File: src/rtl/cond_unit.sv
// ---------------------------------------------------------------------------
// cond_unit
//   Condition unit placed directly after the ALU. It holds the architectural
//   NZCV flags register and evaluates the instruction condition field against
//   it. It gates the decoder's PC, register-file and memory write enables, and
//   registers the ALU result for the writeback/memory-address path. The
//   ALUOut stage has stall and flush control.
//
// Ports
//   clk         in   rising-edge clock
//   reset       in   asynchronous, active-high reset
//   Cond        in   4-bit instruction condition field
//   ALUFlags    in   {N,Z,C,V} from the ALU
//   ALUResult   in   ALU result, WIDTH bits
//   FlagW       in   [1] update N,Z  /  [0] update C,V
//   PCS         in   decoder: instruction writes PC
//   RegW        in   decoder: instruction writes register file
//   MemW        in   decoder: instruction writes memory
//   NoWrite     in   compare-type op, suppresses RegWrite
//   Stall       in   hold all state this cycle
//   Flush       in   invalidate the ALUOut stage
//   CondEx      out  condition passed (combinational from Cond and Flags)
//   PCSrc       out  PCS & CondEx
//   RegWrite    out  RegW & CondEx & ~NoWrite
//   MemWrite    out  MemW & CondEx
//   Flags       out  current NZCV register
//   ALUOut      out  registered ALU result
//   ALUOutValid out  ALUOut holds a condition-passed result
// ---------------------------------------------------------------------------
module cond_unit #(
    parameter int         WIDTH       = 32,
    parameter logic [3:0] FLAGS_RESET = 4'b0000
) (
    input  logic             clk,
    input  logic             reset,
    input  logic [3:0]       Cond,
    input  logic [3:0]       ALUFlags,
    input  logic [WIDTH-1:0] ALUResult,
    input  logic [1:0]       FlagW,
    input  logic             PCS,
    input  logic             RegW,
    input  logic             MemW,
    input  logic             NoWrite,
    input  logic             Stall,
    input  logic             Flush,
    output logic             CondEx,
    output logic             PCSrc,
    output logic             RegWrite,
    output logic             MemWrite,
    output logic [3:0]       Flags,
    output logic [WIDTH-1:0] ALUOut,
    output logic             ALUOutValid
);

    logic [3:0]       flags_q, flags_d;
    logic [WIDTH-1:0] alu_out_q, alu_out_d;
    logic             alu_vld_q, alu_vld_d;
    logic             cond_ex;
    logic             n, z, c, v;

    assign {n, z, c, v} = flags_q;

    // Condition decode uses only the registered flags, never same-cycle
    // ALUFlags, so the flag update lands at the edge between a flag-setting
    // op and the conditional op that follows it.
    always_comb begin
        cond_ex = 1'b1;
        case (Cond)
            4'b0000: cond_ex = z;
            4'b0001: cond_ex = ~z;
            4'b0010: cond_ex = c;
            4'b0011: cond_ex = ~c;
            4'b0100: cond_ex = n;
            4'b0101: cond_ex = ~n;
            4'b0110: cond_ex = v;
            4'b0111: cond_ex = ~v;
            4'b1000: cond_ex = c & ~z;
            4'b1001: cond_ex = ~c | z;
            4'b1010: cond_ex = (n == v);
            4'b1011: cond_ex = (n != v);
            4'b1100: cond_ex = ~z & (n == v);
            4'b1101: cond_ex = z | (n != v);
            default: cond_ex = 1'b1;   // AL and 1111 always pass
        endcase
    end

    // N,Z and C,V halves update independently; a failed condition or a
    // stall leaves the whole register untouched.
    always_comb begin
        flags_d = flags_q;
        if (cond_ex && !Stall) begin
            if (FlagW[1]) flags_d[3:2] = ALUFlags[3:2];
            if (FlagW[0]) flags_d[1:0] = ALUFlags[1:0];
        end
    end

    // Flush outranks Stall: it drops the valid bit but keeps the data.
    always_comb begin
        alu_out_d = alu_out_q;
        alu_vld_d = alu_vld_q;
        if (Flush) begin
            alu_vld_d = 1'b0;
        end else if (!Stall) begin
            alu_out_d = ALUResult;
            alu_vld_d = cond_ex;
        end
    end

    always_ff @(posedge clk or posedge reset) begin
        if (reset) begin
            flags_q   <= FLAGS_RESET;
            alu_out_q <= '0;
            alu_vld_q <= 1'b0;
        end else begin
            flags_q   <= flags_d;
            alu_out_q <= alu_out_d;
            alu_vld_q <= alu_vld_d;
        end
    end

    assign CondEx      = cond_ex;
    assign PCSrc       = PCS & cond_ex;
    assign RegWrite    = RegW & cond_ex & ~NoWrite;
    assign MemWrite    = MemW & cond_ex;
    assign Flags       = flags_q;
    assign ALUOut      = alu_out_q;
    assign ALUOutValid = alu_vld_q;

endmodule

File: config.mk
export PLATFORM = sky130hd
export DESIGN_NAME = cond_unit
export DESIGN_NICKNAME = d
export VERILOG_FILES = /design/src/rtl/cond_unit.sv
export SDC_FILE = /design/constraint.sdc
export NUM_CORES = 1
export LEC_CHECK = 0
export ABC_AREA = 1
export CORE_MARGIN = 2
export CORE_UTILIZATION = 38
export DETAILED_ROUTE_END_ITERATION = 7
export PLACE_DENSITY = 0.78
export SYNTH_ARGS = -nofsm -noshare
export SYNTH_HDL_FRONTEND = slang
export SYNTH_SLANG_ARGS = --single-unit
export TNS_END_PERCENT = 1
File: constraint.sdc
create_clock -name clk -period 1.6 [get_ports clk]
set_input_delay 0.16 -clock clk [delete_from_list [all_inputs] [get_ports clk]]
set_output_delay 0.16 -clock clk [all_outputs]
set_load 0.005 [all_outputs]
==> impl_metrics.toml <==
[outcome]
status = "finished, violations left"
violations = "setup timing"

[global_routing]
gr-usage-all-layers = 0.182
antenna_found_initial = 0
grt_pass1_wl_mm = 7.03
grt_pass1_vias = 1557
grt_start_max_net_pins = 23
gr-total-overflow = 0

[die]
fp.coreArea_mm2 = 0.00409
die_area_mm2 = 0.00488
chipHeight_um = 69.8
io_pins = 91
die_x_um = 69.8
start_util = 0.403
rows = 23

[critical_path]
arrival_ns = 1.55
endpoint_kind = "output pin"
cp-start-kind = "flop"
worst-path-max-fanout = 5
crit_required_ns = 1.44
crit_type = "reg2out"

[placement]
place_congestion = 0.920
placed_cells = 297
pre_cts_ws_ns = -0.532
dp_hpwl_mm = 3.26
numPortBuffers = 90

[synthesis]
synth.distinct_cells = 14
ys.warnings.count = 0
syn_area_mm2 = 0.00165
synth_top_area_cell = "dfrtp_1"
yosys-top-cells-area = "dfrtp_1, mux2_2, nand2_1"
ys_ff_latch = 37
synth.avg_cell_area_um2 = 11.1
postSynthCellCount = 149
synth_top_area_frac = 0.562
ys_seq_area_frac = 0.562
synth_nets = 199

[clock_network]
postCtsHoldBufs = 0
clk_latency_ns = 0.28
cts_sinks = 37
h-tree-depth = 2
clk_pin_slew_ns = 0.07
cts_made_buffers = 5
ctsRootBufferMaster = "clkbuf_8"
tritoncts = "yes"
cts_max_path_buffers = 2

[timing]
final_hold_viol_count = 0
fin_crit_ns = 1.71
slew_headroom = 0.736
fin_ws_ns = -0.112
post-route-period-util = 1.07
finalClockSkew_ns = 0.00140
whs_ns = 0.150
drv_slew = 0
max_freq_ghz = 0.584
setup_viol = 4
rsz0062_at_grt = "yes"
finalSetupTns_ns = -0.353
worst_slew_pin_slew_ns = 0.396

[pwr]
peakVddDrop_mv = 0.883
power.internal_w = 0.00213
p_leak_nw = 1.26
clock_power_share = 0.222
power_w = 0.00295
seq_power_share = 0.412
comb_power_share = 0.367
switching_share = 0.277
switching_power_w = 0.000816
powerDensity_mw_per_mm2 = 1050

[route]
vias_per_cell = 4.76
dr.pass1.iters = 6
drcViolationCount = 0
dr_total_vias = 1461
antenna_left = 0
totalWireLength_mm = 4.14
drt_iter0_markers = 22
post_drt_wl_per_cell_um = 13.5

[cells_and_area]
syn2layout_area_growth_pct = 70.2
nNetsFinal = 307
final_cell_mix = "clkdlybuf4s50_1, dfrtp_1, mux2_2"
instances_no_fill = 307
drive_above_1_share = 0.296
antenna_cells = 0
fill_cells = 330
mostFrequentLayoutCell = "clkdlybuf4s50_1"

[job]
cap_violations = 0

[worst_hold_path]
worstHoldPathType = "in2async"
-- critical path: stages (launching register included) --
cell     delay, ns
dfrtp_1       0.42
inv_1         0.09
nand2_2       0.09
nand3_2       0.08
nand2_1       0.07
nand2_1       0.07
nor2_2        0.16
nand2_4       0.09
nand2_2       0.06
nor2_1        0.03
buf_2         0.12
-- what timing repair did --
action | 4_1_cts | 5_1_grt
endpoints found under the setup margin | 4 | 4
resized for setup | 23 | 7
pin swaps | 8 | 6
setup buffers | 2 | 1
-- cells by family after synthesis --
family,count (synthesis),share of synthesized area
buf+inv,17,0.0410
flops,37,0.562
compound gates,5,0.0152
simple gates,58,0.163
mux,32,0.219
-- area by class of cell --
cell class / instances / area, um2 / share of cell area
Timing Repair Buffer: 104 / 998 / 0.356
Sequential cell: 37 / 927 / 0.331
Multi-Input combinational cell: 95 / 672 / 0.240
Clock buffer: 6 / 82.6 / 0.0295
Tap cell: 50 / 62.6 / 0.0223
Inverter: 14 / 52.6 / 0.0187
Clock inverter: 1 / 7.51 / 0.00268
-- routing by layer --
| metal | part of all wire | track usage | vias to the layer above |
|---|---|---|---|
| met2 | 0.47 | 0.298 | 58 |
| met4 | 0.013 | 0.0513 | 0 |
| li1 | - | - | 704 |
| met1 | 0.40 | 0.205 | 694 |
| met5 | 0 | 0 | - |
| met3 | 0.11 | 0.0974 | 5 |
-- synth_stat cells --
| library cell | instances |
|---|---|
| nor2_2 | 2 |
| nand4_1 | 4 |
| nand3_1 | 8 |
| mux2_2 | 32 |
| inv_2 | 1 |
| nand3_2 | 2 |
| nand2_4 | 1 |
| nor2_1 | 11 |
| nand2_2 | 2 |
| nand2_1 | 28 |
| dfrtp_1 | 37 |
| inv_1 | 13 |
| buf_2 | 3 |
| a21oi_1 | 5 |
-- flip-flops by register name (all words and copies together), names as in the netlist --
signal	cells
Flags	4
ALUOut	32
ALUOutValid	1
-- final timing paths --
| check | end | slack (ns) | cells after the start | start |
|---|---|---|---|---|
| setup / recovery | RegWrite | -0.11 | 10 | Flags[0] |
| hold / removal | ALUOut[14] | 0.15 | 2 | reset |
| setup reg to reg | Flags[3] | 0.04 | 11 | Flags[0] |
| hold reg to reg | ALUOut[2] | 0.51 | 1 | ALUOut[2] |
| max in group asynchronous | Flags[3] | 0.99 | 3 | reset |
| min in group clk | Flags[1] | 0.44 | 3 | ALUFlags[1] |
-- metrics by stage --
stage	util	cell area (um2)
5_1_grt	0.686	2800
3_3_place_gp	0.659	2690
6_report	0.686	2800
4_1_cts	0.682	2790
2_1_floorplan	-	1650
3_5_place_dp	0.659	2690
-- power by group through the flow --
| stage | registers [W] | clock network, W | logic (W) |
|---|---|---|---|
| after floorplan | 0.00123 | 0 | 0.000351 |
| after detailed placement | 0.00123 | 0 | 0.00105 |
| after global placement | 0.00122 | 0 | 0.00103 |
| final | 0.00121 | 0.000654 | 0.00108 |
| after global routing | 0.00124 | 0.000717 | 0.00119 |
| after CTS | 0.00121 | 0.000678 | 0.00108 |
(Power assumes the default switching activity.)
